[src/rtl/kvs_pkg.sv]
// kvs_pkg: key/flag layout, protocol constants and parse states shared by key_extractor and db_top
package kvs_pkg;
  localparam int KEY_SIZE = 96;
  localparam int FLAG_TCP = 0;
  localparam int FLAG_UDP = 1;
  localparam int FLAG_SYN = 2;
  localparam int FLAG_FIN = 3;
  localparam logic [15:0] ETH_TYPE_IPV4 = 16'h0800;
  localparam logic [7:0] IP_PROTO_TCP = 8'd6;
  localparam logic [7:0] IP_PROTO_UDP = 8'd17;
  typedef enum logic {S_HDR, S_SKIP} parse_state_e;
endpackage

[src/rtl/key_extractor_if.sv]
// key_extractor_if: 64-bit receive stream (s_tdata/s_tvalid/s_tlast/s_tkeep); master drives, slave receives
interface key_extractor_if #(
  parameter int DATA_WIDTH = 64
);
  logic [DATA_WIDTH-1:0]   s_tdata;
  logic                    s_tvalid;
  logic                    s_tlast;
  logic [DATA_WIDTH/8-1:0] s_tkeep;
  modport master (output s_tdata, s_tvalid, s_tlast, s_tkeep);
  modport slave (input s_tdata, s_tvalid, s_tlast, s_tkeep);
endinterface

[src/rtl/key_extractor.sv]
// key_extractor: parses IPv4 TCP/UDP headers from the rx stream and emits one flow key + flags per qualifying frame
// Ports: clk, rst (sync, active-high); rx (slave receive stream); in_key/in_flag/in_valid toward db_top;
//        pkt_cnt counts tlast beats, key_cnt counts emitted keys.
module key_extractor
  import kvs_pkg::*;
#(
  parameter int DATA_WIDTH = 64,
  parameter int CNT_WIDTH  = 32
) (
  input  logic                 clk,
  input  logic                 rst,
  key_extractor_if.slave       rx,
  output logic [KEY_SIZE-1:0]  in_key,
  output logic [3:0]           in_flag,
  output logic                 in_valid,
  output logic [CNT_WIDTH-1:0] pkt_cnt,
  output logic [CNT_WIDTH-1:0] key_cnt
);
  parse_state_e state, state_n;
  logic [2:0] beat;
  logic [DATA_WIDTH-1:0] d;
  logic v, last, cap, is_tcp, is_udp, qual, emit, tkeep_unused;
  logic [15:0] eth_type, eth_type_n, src_port, src_port_n, dst_port, dst_port_n;
  logic [13:0] frag, frag_n;
  logic [7:0] ver_ihl, ver_ihl_n, proto, proto_n;
  logic [1:0] tcp_fl, tcp_fl_n;
  logic [31:0] src_ip, src_ip_n, dst_ip, dst_ip_n;
  logic [3:0] flag_n;
  assign d = rx.s_tdata;
  assign v = rx.s_tvalid;
  assign last = rx.s_tvalid && rx.s_tlast;
  assign tkeep_unused = ^rx.s_tkeep;
  assign cap = v && state == S_HDR;
  // Next-value view of the header fields: the tlast beat's own bytes must be visible to qualification
  always_comb begin
    eth_type_n = (cap && beat == 3'd1) ? {d[39:32], d[47:40]} : eth_type;
    ver_ihl_n  = (cap && beat == 3'd1) ? d[55:48] : ver_ihl;
    frag_n     = (cap && beat == 3'd2) ? {d[37:32], d[47:40]} : frag;
    proto_n    = (cap && beat == 3'd2) ? d[63:56] : proto;
    src_ip_n   = (cap && beat == 3'd3) ? {d[23:16], d[31:24], d[39:32], d[47:40]} : src_ip;
    dst_ip_n   = (cap && beat == 3'd3) ? {d[55:48], d[63:56], dst_ip[15:0]} :
                 (cap && beat == 3'd4) ? {dst_ip[31:16], d[7:0], d[15:8]} : dst_ip;
    src_port_n = (cap && beat == 3'd4) ? {d[23:16], d[31:24]} : src_port;
    dst_port_n = (cap && beat == 3'd4) ? {d[39:32], d[47:40]} : dst_port;
    tcp_fl_n   = (cap && beat == 3'd5) ? d[57:56] : tcp_fl;
  end
  assign is_tcp = proto_n == IP_PROTO_TCP;
  assign is_udp = proto_n == IP_PROTO_UDP;
  assign qual = eth_type_n == ETH_TYPE_IPV4 && ver_ihl_n == 8'h45 && frag_n == '0 &&
                ((is_tcp && beat >= 3'd5) || (is_udp && beat >= 3'd4));
  assign emit = last && qual;
  always_comb begin
    flag_n = '0;
    flag_n[FLAG_TCP] = is_tcp;
    flag_n[FLAG_UDP] = is_udp;
    flag_n[FLAG_SYN] = is_tcp && tcp_fl_n[1];
    flag_n[FLAG_FIN] = is_tcp && tcp_fl_n[0];
  end
  always_comb begin
    state_n = last ? S_HDR : (cap && beat == 3'd5) ? S_SKIP : state;
  end
  always_ff @(posedge clk) begin
    if (rst) begin
      state    <= S_HDR;
      beat     <= '0;
      eth_type <= '0;
      ver_ihl  <= '0;
      frag     <= '0;
      proto    <= '0;
      src_ip   <= '0;
      dst_ip   <= '0;
      src_port <= '0;
      dst_port <= '0;
      tcp_fl   <= '0;
      in_key   <= '0;
      in_flag  <= '0;
      in_valid <= 1'b0;
      pkt_cnt  <= '0;
      key_cnt  <= '0;
    end else begin
      state    <= state_n;
      beat     <= !v ? beat : last ? 3'd0 : (beat == 3'd6) ? beat : beat + 3'd1;
      eth_type <= eth_type_n;
      ver_ihl  <= ver_ihl_n;
      frag     <= frag_n;
      proto    <= proto_n;
      src_ip   <= src_ip_n;
      dst_ip   <= dst_ip_n;
      src_port <= src_port_n;
      dst_port <= dst_port_n;
      tcp_fl   <= tcp_fl_n;
      in_valid <= emit;
      if (emit) begin
        in_key  <= {src_ip_n, dst_ip_n, src_port_n, dst_port_n};
        in_flag <= flag_n;
      end
      pkt_cnt  <= pkt_cnt + CNT_WIDTH'(last);
      key_cnt  <= key_cnt + CNT_WIDTH'(emit);
    end
  end
endmodule

[src/flat_wrapper.sv]
// flat-port wrapper written by rule: the top's interface ports become plain ports
module key_extractor_flat import kvs_pkg::*;
#(
  parameter int DATA_WIDTH = 64,
  parameter int CNT_WIDTH  = 32
)
  (clk, rst, in_key, in_flag, in_valid, pkt_cnt, key_cnt, rx_s_tdata, rx_s_tvalid, rx_s_tlast, rx_s_tkeep);
  key_extractor_if #(.DATA_WIDTH(DATA_WIDTH)) rx_i ();
  input  logic clk;
  input  logic rst;
  output logic [KEY_SIZE-1:0] in_key;
  output logic [3:0] in_flag;
  output logic in_valid;
  output logic [CNT_WIDTH-1:0] pkt_cnt;
  output logic [CNT_WIDTH-1:0] key_cnt;
  input wire logic [$bits(rx_i.s_tdata)-1:0] rx_s_tdata;
  input wire logic [$bits(rx_i.s_tvalid)-1:0] rx_s_tvalid;
  input wire logic [$bits(rx_i.s_tlast)-1:0] rx_s_tlast;
  input wire logic [$bits(rx_i.s_tkeep)-1:0] rx_s_tkeep;
  assign rx_i.s_tdata = rx_s_tdata;
  assign rx_i.s_tvalid = rx_s_tvalid;
  assign rx_i.s_tlast = rx_s_tlast;
  assign rx_i.s_tkeep = rx_s_tkeep;
  key_extractor #(.DATA_WIDTH(DATA_WIDTH), .CNT_WIDTH(CNT_WIDTH)) u_core (.clk(clk), .rst(rst), .rx(rx_i), .in_key(in_key), .in_flag(in_flag), .in_valid(in_valid), .pkt_cnt(pkt_cnt), .key_cnt(key_cnt));
endmodule
[config.mk]
export PLATFORM = sky130hd
export DESIGN_NAME = key_extractor_flat
export DESIGN_NICKNAME = d
export VERILOG_FILES = /design/src/rtl/kvs_pkg.sv /design/src/rtl/key_extractor_if.sv /design/src/rtl/key_extractor.sv /design/src/flat_wrapper.sv
export SDC_FILE = /design/constraint.sdc
export NUM_CORES = 1
export LEC_CHECK = 0
export ABC_AREA = 0
export BUFFER_PORTS_ARGS = -buffer_cell sky130_fd_sc_hd__clkbuf_2
export CAP_MARGIN = 15
export CORE_ASPECT_RATIO = 2
export CORE_MARGIN = 1.5
export CORE_UTILIZATION = 55
export DETAILED_ROUTE_END_ITERATION = 10
export PLACE_DENSITY = 0.8
export SKIP_LAST_GASP = 1
export SLEW_MARGIN = 40
export SYNTH_ARGS = -nofsm -noshare
export SYNTH_HDL_FRONTEND = slang
export SYNTH_SLANG_ARGS = --single-unit
[constraint.sdc]
create_clock -name clk -period 4.5 [get_ports clk]
set_clock_uncertainty 0.1 [all_clocks]
set_input_delay 0.225 -clock clk [delete_from_list [all_inputs] [get_ports clk]]
set_output_delay 0.225 -clock clk [all_outputs]
set_load 0.005 [all_outputs]
==> results.cfg, run 1 <==
[layout]
fillers = 1772
nets = 1789
multiInputGateArea_mm2 = 0.00552
register_area_mm2 = 0.00627
syn2layout_area_growth_pct = 23.7
drive_gt1_frac = 0.189
final_area_mm2 = 0.0152
antenna_cells = 0

[hold_path]
holdCritPathClass = in2reg
holdPathStages = 3

[detailed_routing]
wl_per_cell_um = 16.7
wirelength_mm = 33.4
drcViolationCount = 0
firstDrtPassIters = 5
vias = 11100
viasPerCell = 5.53
drt_iter0_drc = 948
ant_nets = 0

[timing]
slew_viol_final = 0
maxSlewHeadroom = 0.475
fmax_mhz = 252
hold_viol = 0
rsz0062_at_grt = false
period_share = 0.882
period_minus_slack_ns = 3.97
fin_tns_setup_ns = 0
tightestPinTransition_ns = 0.787
setup_violations = 0

[global_route]
grt_pass1_vias = 10600
grtUsageTotal = 0.283
grt_remaining_overflow = 0
grt_max_degree = 191
grt_pass1_wl_mm = 52.7
antenna_found_initial = 0

[synthesis]
synth_area_per_cell_um2 = 8.42
netlist.area_leader.share = 0.511
yosys.area.top_type = dfxtp_1
synth.distinct_cells = 51
ys_ff_latch = 313
synth.area.top_cells = dfxtp_1 51%, nand2_1 9.4%, a21oi_1 6.5%, nand3_1 4.5%, nand2b_1 4.3%
yosysMostFrequentCell = dfxtp_1
yosysSeqAreaShare = 0.511
ys_async_sr_fraction = 0
synthFlopType = dfxtp_1
netlist_area_mm2 = 0.0123
ys_warn_count = 0
synth_cells = 1455
yosys-top-cells-count = 313 x dfxtp_1, 306 x nand2_1, 158 x a21oi_1
synth_edf_count = 0
syn_nets = 1540

[critical_path]
worstSetupPathType = reg2reg
arrival_ns = 4.35
regToRegEndpoint = u_core.key_cnt[31]$_SDFF_PP0_
r2r_slack_ns = 0.53
crit_start = u_core.beat[1]$_SDFFE_PP0P_
crit_path_end_kind = flop
worstPathRequired_ns = 4.88
r2r_cells = 15
cp-start-kind = flop
cp-endpoint = u_core.key_cnt[31]$_SDFF_PP0_
r2r-start = u_core.beat[1]$_SDFFE_PP0P_
cp_max_fo = 18

[pwr]
vdd_drop_max_uv = 375
p_int_uw = 4330
p_total_uw = 5580
p_leak_uw = 0.00576
power.density_mw_per_mm2 = 368
p_comb_frac = 0.052
seqPwrFrac = 0.499
p_sw_frac = 0.224
p_sw_uw = 1250
clkPwrFrac = 0.449

[clocking]
cts.sinks = 313
cts.clk_slew.worst_paths_ns = 0.07
clock_latency_ns = 0.55
cts_buffers = 28
cts-root-buf = clkbuf_16
clockBufferDepth = 3
htreeDepth = 1
ctsResizeCount = 0
cts_hold_buf = 65
cts_tree = done
cts_setup_buffers = 0

[floorplanning]
die_w_um = 109
core_mm2 = 0.0220
die_y_um = 214
dieArea_mm2 = 0.0232
ios = 241
rows = 77
initial_core_util = 0.558

[placed_design]
dp_hpwl_mm = 21.9
dpl_cell_area_mm2 = 0.0135
globalplace.congestion = 0.849
io_buffers = 232

[job]
drv_cap = 0

[outcome]
status = completed
[metrics by stage]
stage	cells	utilization	setup WS, ns	hold WS, ns
6_report	2000	0.690	0.529	0.0279
2_1_floorplan	1455	-	0.582	0.261
4_1_cts	1999	0.690	0.525	0.00720
3_5_place_dp	1884	0.616	0.578	0.345
3_3_place_gp	1884	0.615	0.662	0.338
5_1_grt	2000	0.690	0.178	0.0469
[how the worst min path moves through the flow]
stage / startpoint / endpoint
floorplan: rx_s_tdata[34] / u_core.frag[10]$_SDFF_PP0_
global placement: u_core.proto[7]$_SDFF_PP0_ / u_core.proto[7]$_SDFF_PP0_
detailed placement: u_core.proto[7]$_SDFF_PP0_ / u_core.proto[7]$_SDFF_PP0_
CTS: rx_s_tvalid / u_core.state$_SDFFE_PP0P_
global route: rx_s_tvalid / u_core.state$_SDFFE_PP0P_
finish: rx_s_tvalid / u_core.state$_SDFFE_PP0P_
[state kept, by name, summed over array words and instances (netlist names)]
register / count
u_core.in_key: 96
u_core.dst_ip: 32
u_core.key_cnt: 32
u_core.pkt_cnt: 32
u_core.src_ip: 32
u_core.dst_port: 16
u_core.eth_type: 16
u_core.src_port: 16
u_core.frag: 14
u_core.proto: 8
u_core.ver_ihl: 8
u_core.in_flag: 4
u_core.beat: 3
u_core.tcp_fl: 2
u_core.in_valid: 1
u_core.state: 1
[worst max-delay path: stages (launching register included)]
cell	delay, ns
dfxtp_1	0.40
inv_1	0.08
ha_1	0.25
and4bb_1	0.28
buf_4	0.22
or4_1	0.41
a21oi_1	0.21
o21ai_1	0.14
nor2_4	0.14
ha_1	0.20
and3_1	0.19
nand3_1	0.15
nor4_2	0.36
nand3_1	0.24
or3_1	0.39
a21oi_1	0.14
[cell usage in the layout (no fill, tap or decap), drive strengths merged, types with 10 or more instances in the layout]
cell,instances
or3,15
dlygate4sd3,65
o21ai,95
nor3,10
xnor2,13
nor2,72
nand3,111
a21oi,158
nand4,21
dfxtp,313
and4,10
clkbuf,268
nand2,306
xor2,37
nand2b,85
mux2,16
buf,22
nor2b,22
[kinds of logic (layout without fill, tap and decap cells)]
| group | after synthesis | in the layout | synth area share |
|---|---|---|---|
| and+or+nand+nor | 687 | 687 | 0.268 |
| DFF | 313 | 313 | 0.511 |
| AOI/OAI and AO/OA | 263 | 263 | 0.111 |
| buffers and inverters | 109 | 378 | 0.0402 |
| xor gates and xnor gates | 50 | 50 | 0.0357 |
| muxes | 24 | 24 | 0.0243 |
| adders and majority gates | 9 | 9 | 0.00919 |
[layout make-up]
class,count,area share
flip-flops and latches,313,0.413
clock inverters,14,0.0108
well taps,276,0.0228
repair buffers,319,0.133
inverters,9,0.00223
multi-input cells,1033,0.364
clock buffers,36,0.0536
[power groups by stage]
stage	Clock [uW]	Combinational [uW]	Sequential (uW)
after global routing	2640	305	2780
after global placement	0	233	2850
after detailed placement	0	236	2850
after floorplan	0	136	2850
final	2510	289	2790
after CTS	2540	282	2780
[layer usage]
layer / share of wire / vias to the layer above / global-route usage
li1: - / 5373 / -
met1: 0.38 / 5208 / 0.308
met2: 0.52 / 370 / 0.514
met3: 0.048 / 106 / 0.0389
met4: 0.052 / 0 / 0.149
met5: 0 / - / 0
No activity file was read; power rests on OpenSTA's default activity.
==> run 2, diff against run 1 <==
--- a/config.mk
+++ b/config.mk
@@ -5,12 +5,11 @@
 export SDC_FILE = /design/constraint.sdc
 export NUM_CORES = 1
 export LEC_CHECK = 0
-export ABC_AREA = 0
+export ABC_AREA = 1
 export BUFFER_PORTS_ARGS = -buffer_cell sky130_fd_sc_hd__clkbuf_2
 export CAP_MARGIN = 15
-export CORE_ASPECT_RATIO = 2
-export CORE_MARGIN = 1.5
-export CORE_UTILIZATION = 55
+export CORE_ASPECT_RATIO = 0.8
+export CORE_UTILIZATION = 56
 export DETAILED_ROUTE_END_ITERATION = 10
 export PLACE_DENSITY = 0.8
 export SKIP_LAST_GASP = 1
==> run 2 against run 1 <==
Compared with the run above: die area increased by 6.0%; highest routed layer unchanged; total power increased by 7.1%; global-route usage is 0.65 points lower; final cell count up 22%; count of clock-buffer cells in the layout increased by 9; sequential share of layout area down 2.9 points; hold slack got worse by 0.023 ns; combinational power is 93% higher; first-iteration DRC count rose by 14%.
==> results.cfg, run 2 <==
[placed_design]
dp_hpwl_mm = 22.3
post-place-cells = 2325
dpl_cell_area_mm2 = 0.0146
globalplace.congestion = 0.871
post-place-ws_ns = 0.146
io_buffers = 232

[critical_path]
r2r-start = u_core.beat[0]$_SDFFE_PP0P_
cp_max_fo = 16
crit_slowest_cell = dfxtp_1
cpPeakStageDelay_ns = 0.39
crit_path_end_kind = flop
worstPathRequired_ns = 4.84
regToRegEndpoint = u_core.key_cnt[30]$_SDFF_PP0_
r2r_cells = 28
cp-start-kind = flop
cpMostUsedCell = nand2_1
worstSetupPathType = reg2reg
path_buf_inv = 6
arrival_ns = 4.42
r2r_slack_ns = 0.42
critical-path-top-delay-family = simple AND/OR/NAND/NOR gates

[global_route]
grt_pass1_vias = 11600
antenna_found_initial = 0
grtUsageTotal = 0.276
grt_max_degree = 151
grt_pass1_wl_mm = 56.6
grt_remaining_overflow = 0

[synthesis]
ys_warn_count = 0
synth_cells = 1878
syn_nets = 1963
synthFlopType = dfxtp_1
yosysSeqAreaShare = 0.466
synth_area_per_cell_um2 = 7.16
netlist_area_mm2 = 0.0134
yosysMostFrequentCell = nand2_1
netlist.area_leader.share = 0.466
synth_edf_count = 0
synth.area.top_cells = dfxtp_1 47%, nand2_1 9.7%, inv_1 8.0%, nor2_1 6.8%, nand3_1 5.9%
ys_ff_latch = 313
synth.distinct_cells = 36
yosys.area.top_type = dfxtp_1
yosys-top-cells-count = 347 x nand2_1, 313 x dfxtp_1, 287 x inv_1
ys_async_sr_fraction = 0

[detailed_routing]
drt_iter0_drc = 1082
vias = 12900
firstDrtPassIters = 7
viasPerCell = 5.26
wirelength_mm = 35.1
drcViolationCount = 0
ant_nets = 0
wl_per_cell_um = 14.3

[timing]
period_share = 0.906
fmax_mhz = 245
period_minus_slack_ns = 4.08
setup_slack_ns = 0.423
hold_viol = 0
tightestPinTransition_ns = 0.846
maxSlewHeadroom = 0.436
setup_violations = 0
slew_viol_final = 0

[floorplanning]
initial_core_util = 0.573
die_y_um = 141
die_w_um = 175
ios = 241
core_mm2 = 0.0235
rows = 50
dieArea_mm2 = 0.0246

[hold_path]
holdPathStages = 3
min-delay-start = rx_s_tdata[46]
hold_end = u_core.src_ip[6]$_SDFF_PP0_
holdCritPathClass = in2reg

[pwr]
p_sw_frac = 0.240
p_sw_uw = 1430
p_total_uw = 5980
p_leak_uw = 0.00864
vdd_drop_max_uv = 315
seqPwrFrac = 0.479
clkPwrFrac = 0.428
p_int_uw = 4540
p_comb_frac = 0.093
power.density_mw_per_mm2 = 367

[layout]
final_cell_mix = 345 x nand2_1, 313 x dfxtp_1, 285 x inv_1, 238 x nor2_1, 231 x clkbuf_2
final_cell_count_no_fill = 2448
final_common_cell = nand2_1
drive_gt1_frac = 0.166
antenna_cells = 0
fillers = 1935
largest_register_ffs = 96
final_area_mm2 = 0.0163
syn2layout_area_growth_pct = 21.2
nets = 2199
postLayoutCoreUtil = 0.695
largest_register = u_core.in_key

[clocking]
cts_buffers = 31
cts_tree = done
cts-root-buf = clkbuf_16
clockBufferDepth = 3
htreeDepth = 1
clock_latency_ns = 0.56
cts.clk_slew.worst_paths_ns = 0.06
cts.sinks = 313

[job]
drv_cap = 0

[outcome]
status = completed
==> run 2: worst max-delay path by stage <==
stage                           startpoint                       endpoint  slack [ns]  cells past startpoint
2_1_floorplan  u_core.beat[0]$_SDFFE_PP0P_  u_core.key_cnt[22]$_SDFF_PP0_        0.66                     29
3_3_place_gp   u_core.beat[1]$_SDFFE_PP0P_  u_core.key_cnt[22]$_SDFF_PP0_        0.31                     27
3_5_place_dp   u_core.beat[1]$_SDFFE_PP0P_  u_core.key_cnt[22]$_SDFF_PP0_        0.15                     27
4_1_cts        u_core.beat[1]$_SDFFE_PP0P_  u_core.key_cnt[22]$_SDFF_PP0_        0.11                     27
5_1_grt        u_core.beat[1]$_SDFFE_PP0P_  u_core.key_cnt[30]$_SDFF_PP0_      -0.003                     29
6_report       u_core.beat[0]$_SDFFE_PP0P_  u_core.key_cnt[30]$_SDFF_PP0_        0.42                     28
==> run 2: per-layer routing <==
| layer | GRT usage | part of all wire | vias to the layer above |
|---|---|---|---|
| li1 | - | - | 6431 |
| met1 | 0.382 | 0.44 | 5927 |
| met2 | 0.446 | 0.46 | 461 |
| met3 | 0.0448 | 0.073 | 67 |
| met4 | 0.0778 | 0.024 | 0 |
| met5 | 0 | 0 | - |
==> run 2: cell families (layout without fill, tap and decap cells) <==
kind of cell | Yosys count | count (layout) | share of synthesized area
compound gates | 203 | 203 | 0.0792
xor+xnor | 8 | 8 | 0.00521
buf+inv | 398 | 656 | 0.125
fa+ha+maj | 9 | 9 | 0.00838
simple gates | 947 | 947 | 0.316
flops | 313 | 313 | 0.466
==> run 2: repair_timing <==
action | CTS | global route
hold buffers | 63 | 0
hold endpoints to repair | 141 | 0
setup buffers | 0 | 4
endpoints found under the setup margin | 0 | 15
resized for setup | 0 | 9
==> run 2: through the flow <==
stage / TNS, ns / hold slack, ns
global placement: 0 / 0.348
global route: -0.00289 / 0.0323
finish: 0 / 0.00539
detailed placement: 0 / 0.352
floorplan: 0 / 0.289
CTS: 0 / 0.000818
==> run 2: cell type report <==
cell class	count	area, um^2	share of cell area
clock buffers	45	908	0.0557
clock inverters	10	104	0.00637
inverters	288	1090	0.0668
multi-input cells	1167	5560	0.341
flip-flops and latches	313	6270	0.385
well taps	312	390	0.0240
repair buffers	313	1980	0.121
==> run 2: worst register-to-register path: cells and delay by family (launching register included) <==
family,cells,cell delay (ns)
simple gates,15,1.67
flops,1,0.39
compound gates,4,0.57
fa+ha+maj,3,0.57
buf+inv,6,0.68
==> run 2: power by group through the flow <==
stage	Clock, uW	Combinational, uW	Sequential, uW
after floorplan	0	363	2910
after global placement	0	468	2920
after detailed placement	0	484	2920
after CTS	2600	533	2860
after global routing	2720	625	2870
final	2560	557	2860
==> run 3, diff against run 2 <==
--- a/config.mk
+++ b/config.mk
@@ -9,9 +9,10 @@
 export BUFFER_PORTS_ARGS = -buffer_cell sky130_fd_sc_hd__clkbuf_2
 export CAP_MARGIN = 15
 export CORE_ASPECT_RATIO = 0.8
-export CORE_UTILIZATION = 56
+export CORE_UTILIZATION = 50
 export DETAILED_ROUTE_END_ITERATION = 10
-export PLACE_DENSITY = 0.8
+export PLACE_DENSITY = 0.73
+export REMOVE_ABC_BUFFERS = 1
 export SKIP_LAST_GASP = 1
 export SLEW_MARGIN = 40
 export SYNTH_ARGS = -nofsm -noshare
==> run 3 against run 2 <==
Compared with the run above: die area grew 12%; combinational power is essentially flat; highest routed layer unchanged; hold slack gained 0.023 ns; largest cell class unchanged; first-iteration DRC count shrank 19%.
==> results.cfg, run 3 (same netlist as run 2, synthesis figures left out) <==
[critical_path]
cp-start-kind = flop
arrival_ns = 4.52
cp_max_fo = 12
r2r_cells = 22
regToRegEndpoint = u_core.key_cnt[28]$_SDFF_PP0_
crit_start = u_core.state$_SDFFE_PP0P_
worstPathRequired_ns = 4.84
cp-endpoint = u_core.key_cnt[28]$_SDFF_PP0_
worstSetupPathType = reg2reg
r2r_slack_ns = 0.32
r2r-start = u_core.state$_SDFFE_PP0P_
crit_path_end_kind = flop

[timing]
slew_viol_final = 0
hold_viol = 0
tightestPinTransition_ns = 0.795
whs_ns = 0.0281
period_minus_slack_ns = 4.18
period_share = 0.929
fin_tns_setup_ns = 0
maxSlewHeadroom = 0.470
setup_violations = 0
fmax_mhz = 239
rsz0062_at_grt = false

[global_route]
grt_max_degree = 124
antenna_found_initial = 0
grt_pass1_vias = 11400
grtUsageTotal = 0.244
grt_pass1_wl_mm = 55.7
grt_remaining_overflow = 0

[placed_design]
dp_hpwl_mm = 21.2
globalplace.congestion = 0.868
io_buffers = 232
post-place-cells = 2373

[floorplanning]
initial_core_util = 0.511
die_w_um = 185
die_y_um = 149
dieArea_mm2 = 0.0276
ios = 241
rows = 53
core_mm2 = 0.0263

[detailed_routing]
wl_per_cell_um = 14.0
vias = 12700
viasPerCell = 5.08
ant_nets = 0
firstDrtPassIters = 5
drt_iter0_drc = 875
drcViolationCount = 0
wirelength_mm = 35.0

[layout]
final_cell_mix = 345 x nand2_1, 313 x dfxtp_1, 285 x inv_1, 235 x nor2_1, 231 x clkbuf_2
nets = 2201
antenna_cells = 0
largest_register_ffs = 96
drive_gt1_frac = 0.171
largest_register = u_core.in_key
final_common_cell = nand2_1
final_cell_count_no_fill = 2497
fillers = 2414
syn2layout_area_growth_pct = 22.8

[clocking]
cts_tree = done
cts.sinks = 313
clockBufferDepth = 3
cts-root-buf = clkbuf_16
cts_buffers = 31
htreeDepth = 1
clock_latency_ns = 0.56
cts.clk_slew.worst_paths_ns = 0.07

[job]
drv_cap = 0

[pwr]
p_leak_uw = 0.00868
power.density_mw_per_mm2 = 378
vdd_drop_max_uv = 278
p_total_uw = 6250

[hold_path]
holdCritPathClass = in2reg

[outcome]
status = completed
==> run 3: critical path, cell delays in order (launching register included) <==
cell and delay (ns):
dfxtp_1 0.32, nor2_2 0.61, buf_4 0.34, nand3b_1 0.11, a21oi_1 0.19, nand2_1 0.07
nor2_1 0.19, nand2_1 0.09, nor2_2 0.13, nand3_4 0.14, inv_1 0.09, ha_1 0.16
ha_1 0.21, nand3_2 0.14, nor2_4 0.13, nand2_1 0.11, nor2_1 0.12, nand2_1 0.11
nor2_2 0.13, nand4_1 0.19, nor2_2 0.16, a21oi_1 0.08, o21a_1 0.13
==> run 3: worst min-delay path by stage <==
stage                                  start                       endpoint  slack (ns)  depth (start not counted)
6_report                                 rst   u_core.dst_ip[31]$_SDFF_PP0_        0.03                          2
5_1_grt                          rx_s_tvalid    u_core.beat[1]$_SDFFE_PP0P_        0.05                          5
4_1_cts                          rx_s_tvalid    u_core.beat[2]$_SDFFE_PP0P_        0.01                          5
3_5_place_dp   u_core.key_cnt[31]$_SDFF_PP0_  u_core.key_cnt[31]$_SDFF_PP0_        0.35                          1
3_3_place_gp   u_core.key_cnt[31]$_SDFF_PP0_  u_core.key_cnt[31]$_SDFF_PP0_        0.34                          1
2_1_floorplan                            rst  u_core.eth_type[4]$_SDFF_PP0_        0.19                          1
==> run 3: power breakdown <==
group	total, uW	switching, uW	internal, uW
Clock	2830	1120	1710
Combinational	557	353	204
Sequential	2860	22.7	2840
Total	6250	1490	4750
==> run 3: repair_timing <==
item,4_1_cts,5_1_grt
gates resized for setup,0,15
endpoints found under the hold margin,171,0
setup endpoints to repair,0,12
setup buffers,0,2
hold buffers,64,0
==> run 3: layer usage <==
layer  wire (um)  GRT usage  up-vias  part of all wire
met5           0          0        -                 0
met4         721     0.0682        0             0.021
met3        2320     0.0384       61             0.066
met2       15400      0.388      382              0.44
met1       16500      0.343     5790              0.47
li1            -          -     6451                 -
==> run 3: area by class of cell <==
type,count,area (um^2),share of cell area
tap,357,447,0.0270
timing repair buffer,314,1990,0.120
sequential,313,6270,0.379
multi-input combinational,1168,5610,0.340
clock buffer,37,828,0.0502
clock inverter,20,287,0.0173
inverter,288,1090,0.0659
==> run 3: stage by stage <==
step	instance area [um^2]	setup WS, ns	util
after floorplan	12800	-3.03	-
final	16500	0.321	0.627
after detailed placement	14700	0.186	0.557
after global routing	16500	0.00900	0.627
after CTS	16400	0.151	0.623
after global placement	14600	0.396	0.556
